$ cat src/rtl/alu_pkg.sv
// Shared ALU definitions: opcode encodings, the resolved issue entry, and the
// issue-stage occupancy states.
package alu_pkg;

  localparam int XLEN = 32;
  localparam int RIDX = 5;

  localparam logic [3:0] OP_ADD  = 4'b0000;
  localparam logic [3:0] OP_SLL  = 4'b0001;
  localparam logic [3:0] OP_SLT  = 4'b0010;
  localparam logic [3:0] OP_SLTU = 4'b0011;
  localparam logic [3:0] OP_XOR  = 4'b0100;
  localparam logic [3:0] OP_SRL  = 4'b0101;
  localparam logic [3:0] OP_OR   = 4'b0110;
  localparam logic [3:0] OP_AND  = 4'b0111;
  localparam logic [3:0] OP_SUB  = 4'b1000;
  localparam logic [3:0] OP_SRA  = 4'b1101;

  typedef struct packed {
    logic [XLEN-1:0] s1;
    logic [XLEN-1:0] s2;
    logic [3:0]      opcode;
    logic [RIDX-1:0] rd;
  } issue_entry_t;

  typedef enum logic [1:0] {
    ST_EMPTY = 2'd0,
    ST_ONE   = 2'd1,
    ST_FULL  = 2'd2
  } issue_state_t;

endpackage

$ cat src/rtl/alu_opsel.sv
// Combinational operand resolution: writeback forwarding, S2 immediate select
// and ALU opcode formation, producing a fully resolved issue entry.
module alu_opsel
  import alu_pkg::*;
(
  input  logic [RIDX-1:0] in_rs1,
  input  logic [RIDX-1:0] in_rs2,
  input  logic [XLEN-1:0] in_rs1_val,
  input  logic [XLEN-1:0] in_rs2_val,
  input  logic [XLEN-1:0] in_imm,
  input  logic            in_is_imm,
  input  logic [2:0]      in_funct3,
  input  logic            in_funct7_5,
  input  logic [RIDX-1:0] in_rd,
  input  logic            fwd_valid,
  input  logic [RIDX-1:0] fwd_rd,
  input  logic [XLEN-1:0] fwd_data,
  output issue_entry_t    entry
);

  logic [XLEN-1:0] rs1_op;
  logic [XLEN-1:0] rs2_op;
  logic            f7_used;

  // x0 is hardwired zero, so a writeback aimed at it must never be forwarded.
  assign rs1_op = (fwd_valid && (fwd_rd == in_rs1) && (in_rs1 != '0)) ? fwd_data : in_rs1_val;
  assign rs2_op = (fwd_valid && (fwd_rd == in_rs2) && (in_rs2 != '0)) ? fwd_data : in_rs2_val;

  // Bit 30 only selects SUB (R-type) or SRA/SRAI; for ADDI it is immediate data.
  assign f7_used = (!in_is_imm && ((in_funct3 == 3'b000) || (in_funct3 == 3'b101))) ||
                   ( in_is_imm &&  (in_funct3 == 3'b101));

  always_comb begin
    entry        = '0;
    entry.s1     = rs1_op;
    entry.s2     = in_is_imm ? in_imm : rs2_op;
    entry.opcode = {f7_used & in_funct7_5, in_funct3};
    entry.rd     = in_rd;
  end

endmodule

$ cat src/rtl/alu_issue_stage.sv
// ALU issue register: resolves operands at capture and holds up to two entries
// (head + skid) so decode never sees a combinational path from out_ready.
module alu_issue_stage
  import alu_pkg::*;
(
  input  logic            clk,
  input  logic            rst_n,
  input  logic            flush,
  input  logic            in_valid,
  output logic            in_ready,
  input  logic [RIDX-1:0] in_rs1,
  input  logic [RIDX-1:0] in_rs2,
  input  logic [XLEN-1:0] in_rs1_val,
  input  logic [XLEN-1:0] in_rs2_val,
  input  logic [XLEN-1:0] in_imm,
  input  logic            in_is_imm,
  input  logic [2:0]      in_funct3,
  input  logic            in_funct7_5,
  input  logic [RIDX-1:0] in_rd,
  input  logic            fwd_valid,
  input  logic [RIDX-1:0] fwd_rd,
  input  logic [XLEN-1:0] fwd_data,
  output logic            out_valid,
  input  logic            out_ready,
  output logic [XLEN-1:0] out_s1,
  output logic [XLEN-1:0] out_s2,
  output logic [3:0]      out_opcode,
  output logic [RIDX-1:0] out_rd
);

  // Handshake: a transfer happens on a side exactly when valid && ready are
  // both high at the rising edge; a producer holding valid keeps its payload
  // stable until that edge, and ready never depends combinationally on valid.

  issue_state_t state_q;
  issue_entry_t head_q;
  issue_entry_t skid_q;
  issue_entry_t new_entry;
  logic         acc;
  logic         deq;

  alu_opsel u_opsel (
    .in_rs1      (in_rs1),
    .in_rs2      (in_rs2),
    .in_rs1_val  (in_rs1_val),
    .in_rs2_val  (in_rs2_val),
    .in_imm      (in_imm),
    .in_is_imm   (in_is_imm),
    .in_funct3   (in_funct3),
    .in_funct7_5 (in_funct7_5),
    .in_rd       (in_rd),
    .fwd_valid   (fwd_valid),
    .fwd_rd      (fwd_rd),
    .fwd_data    (fwd_data),
    .entry       (new_entry)
  );

  assign in_ready  = (state_q != ST_FULL) && rst_n;
  assign out_valid = (state_q != ST_EMPTY);
  assign acc       = in_valid && in_ready;
  assign deq       = out_valid && out_ready;

  assign out_s1     = head_q.s1;
  assign out_s2     = head_q.s2;
  assign out_opcode = head_q.opcode;
  assign out_rd     = head_q.rd;

  // Flush discards everything, including an accept in the same cycle; a
  // dequeue in that cycle has already been taken by the consumer.
  always_ff @(posedge clk) begin
    if (!rst_n) begin
      state_q <= ST_EMPTY;
      head_q  <= '0;
      skid_q  <= '0;
    end else if (flush) begin
      state_q <= ST_EMPTY;
    end else begin
      case (state_q)
        ST_EMPTY: begin
          if (acc) begin
            head_q  <= new_entry;
            state_q <= ST_ONE;
          end
        end
        ST_ONE: begin
          if (acc && deq) begin
            head_q <= new_entry;
          end else if (acc) begin
            skid_q  <= new_entry;
            state_q <= ST_FULL;
          end else if (deq) begin
            state_q <= ST_EMPTY;
          end
        end
        ST_FULL: begin
          if (deq) begin
            head_q  <= skid_q;
            state_q <= ST_ONE;
          end
        end
        default: state_q <= ST_EMPTY;
      endcase
    end
  end

endmodule
$ cat config.mk
export PLATFORM = sky130hd
export DESIGN_NAME = alu_issue_stage
export DESIGN_NICKNAME = d
export VERILOG_FILES = /design/src/rtl/alu_pkg.sv /design/src/rtl/alu_opsel.sv /design/src/rtl/alu_issue_stage.sv
export SDC_FILE = /design/constraint.sdc
export NUM_CORES = 1
export LEC_CHECK = 0
export ABC_AREA = 1
export CAP_MARGIN = 5
export CORE_ASPECT_RATIO = 1.25
export CORE_MARGIN = 5
export CORE_UTILIZATION = 40
export DETAILED_ROUTE_END_ITERATION = 16
export PLACE_DENSITY = 0.69
export SKIP_CTS_REPAIR_TIMING = 1
export SYNTH_ARGS = -nofsm -noshare
export SYNTH_HDL_FRONTEND = slang
export SYNTH_SLANG_ARGS = --single-unit
export TNS_END_PERCENT = 10
$ cat constraint.sdc
create_clock -name clk -period 1.94 [get_ports clk]
set_input_delay 0.388 -clock clk [delete_from_list [all_inputs] [get_ports clk]]
set_output_delay 0.388 -clock clk [all_outputs]
set_load 0.01 [all_outputs]
==> summary.md <==
| Metric | Value |
|---|---|
| Remaining DRCs | `0` |
| Post-Synth Adder-Cell Area | `0%` |
| Chip width | `between 100 and 150 um` |
| CP Launch Type | `flop` |
| Initial core utilization | `between 40% and 50%` |
| Combinational family with the most area after synthesis | `simple AND/OR/NAND/NOR gates` |
| Met2 Usage GRT | `between 40% and 50%` |
| Global-route total usage across every layer | `between 20% and 30%` |
| Nets | `around 1,600` |
| Pwr dens | `692 nW/um2` |
| Most frequent cells in the layout | `nand2_1 (278), clkdlybuf4s50_1 (229), dfxtp_1 (148)` |
| TritonCTS clock tree | `built` |
| Critical Path RT | `1.55 ns` |
| DIE AREA | `22,800 um2` |
| Post-synthesis xor/xnor area fraction | `less than 1%` |
| FF+latch count, synth | `148` |
| Final Hold Vio Count | `0` |
| Initial antenna violation count | `3` |
| # IOs | `approximately 230` |
| # rows | `between 50 and 60` |
| GR Util met1 | `between 30% and 40%` |
| Setup Skew | `0.00745 ns` |
| CTS root buf | `clkbuf_16` |
| YS warnings | `0` |
| Pleak | `between 5 and 6 nW` |
| Final Max Slew Viols | `0` |
| Status | `finished, final reports clean` |
| DPL Wire Length | `approximately 21,000 um` |
| Critical path capture point type | `output pin` |
| Post-synthesis cell area | `7960 um2` |
| Synth-to-layout area growth | `43.4%` |
| Worst skew pair latency | `0.43 ns` |
| Detailed Route WL | `a little under 30,000 um` |
| Yosys cell types | `30` |
| Placed cell count | `roughly 1,700` |
| DR vias | `about 9,000` |
| Die Ht | `168 um` |
| Worst-case vdd ir drop | `0.000556 V` |
| Vias in the first global route | `around 8,600` |
| Least-Margin Pin Slew | `approximately 0.85 ns` |
| Largest net degree at the start of global routing | `81` |
| Most used DFF post-synth | `dfxtp_1` |
| Crit path time final | `around 1.8 ns` |
| Share of post-route cells with drive strength above 1 | `10.2%` |
| Max cap viols | `0` |
| Worst hold path class | `in -> reg` |
| Cells after synthesis | `1,239` |
| GRT Residual Overflow | `0` |
| Total CTS buffers | `17` |
| Top Usage Layer GRT | `met2` |
| CTS clk-pin slew, worst paths | `0.06 ns` |
| Syn_area_per_cell | `between 6 and 7 um2` |
| Vias per cell | `between 5 and 6` |
| Worst setup path class | `reg -> out` |
| Final ANT Viol Nets | `0` |
| Fmax | `roughly 0.56 GHz` |
| Max FO, Critical Path | `5` |
| Compound-Gate Fraction of Synth Area | `between 10% and 20%` |
| Core area | `approximately 20,000 um2` |
| Simple-Gate Fraction of Synth Area | `a little under two fifths` |
| Routed WL per cell | `~17 um` |
| Final std cells w/o fill | `1,733` |
| First-pass GRT wire length | `roughly 46,000 um` |
| Syn nets | `about 1,400` |
| Critical path arrival | `between 1 and 1.5 ns` |
| CTS max path bufs | `2` |
| Post-synth EDFFs | `0` |
| PortBufs | `around 230` |
| Met3 usage | `about 7%` |
| Period utilization | `between 90% and 100%` |
| Slew HR | `between 40% and 50%` |
| Final total power | `between 7 and 8 mW` |
| RSZ-0062 raised after global routing | `no` |
| Synth async-reset ratio | `0%` |
| # clock sinks | `approximately 150` |
| GP Congestion | `0.898` |
| TritonRoute pass-1 iters | `7` |
| H-tree depth | `4` |
| Iter 0 DRT Violations | `636` |
| Commonest non-fill, non-tap cell in the layout | `nand2_1` |
| Seq/Total Area, Yosys | `a little under two fifths` |
| Mux cell area share after synthesis | `0%` |
| Setup violations, final | `0` |
## kinds of logic (layout without fill, tap and decap cells)
kind of cell,Yosys count,count (layout)
xor gates and xnor gates,2,2
other,0,2
DFF,148,148
buffers and inverters,207,434
AOI/OAI and AO/OA,233,233
and+or+nand+nor,649,649
## flip-flops by register name (all words and copies together), names as in the netlist
signal / flops
out_rd: 5
out_s2: 32
out_opcode: 4
state_q: 2
skid_q: 73
out_s1: 32
## stage by stage
| step | hold WS [ns] | utilization (%) | TNS [ns] | area, um2 | setup WS, ns |
|---|---|---|---|---|---|
| 2_1_floorplan | 0.455 | - | 0 | 7960 | 0.239 |
| 3_3_place_gp | 0.456 | 55.4 | -22.94 | 10800 | -0.223 |
| 3_5_place_dp | 0.468 | 55.4 | -26.97 | 10800 | -0.291 |
| 4_1_cts | 0.391 | 58.3 | -0.228 | 11400 | -0.228 |
| 5_1_grt | 0.406 | 58.4 | 0 | 11400 | 0.0121 |
| 6_report | 0.406 | 58.4 | 0 | 11400 | 0.142 |
## worst paths after layout
path	start	end	slack [ns]	cells past startpoint
worst max-delay path	state_q[0]$_SDFFE_PP0P_	in_ready	0.14	5
worst min-delay path	rst_n	state_q[0]$_SDFFE_PP0P_	0.41	4
worst max register to register	state_q[0]$_SDFFE_PP0P_	out_s1[0]$_SDFFE_PN0P_	0.20	9
worst min register to register	out_opcode[3]$_SDFFE_PN0P_	out_opcode[3]$_SDFFE_PN0P_	0.48	2
## power breakdown
group	internal [mW]	switching [mW]	total (mW)
Combinational	0.738	0.683	1.42
Sequential	3.15	0.0584	3.21
Clock	1.92	1.35	3.27
Total	5.81	2.09	7.91
## layout make-up
type                            instances  area [um2]
Sequential cell                       148        2960
Clock buffer                           20         447
Inverter                              117         442
Multi-Input combinational cell        884        4150
Timing Repair Buffer                  285        2950
Tap cell                              265         332
Fill cell                            1904        8120
Clock inverter                         12         130
Antenna cell                            2        5.00
## layer usage
| layer | part of all wire (%) | vias to the layer above |
|---|---|---|
| met5 | 0.068 | - |
| met3 | 10 | 62 |
| met1 | 40 | 4058 |
| met2 | 47 | 417 |
| met4 | 3.2 | 2 |
| li1 | - | 4423 |
## critical path, cell delays in order (launching register included)
cell	delay [ns]
dfxtp_1	0.34
inv_2	0.06
nand2_2	0.11
inv_2	0.07
nor2_1	0.19
dlymetal6s2s_1	0.20
## Yosys cell counts (all sizes together) (2+ instances only)
cell,instances,area (um2)
a21oi,133,666
dfxtp,148,2960
a31oi,10,62.6
or2,34,213
nor2,149,562
nor3,2,21.3
nand4,33,206
nand3,100,510
o21ai,86,430
nand2,299,1170
buf,51,279
clkinv,3,11.3
clkbuf,39,146
inv,114,428
nand3b,32,240
No activity file was read; power rests on OpenSTA's default activity.
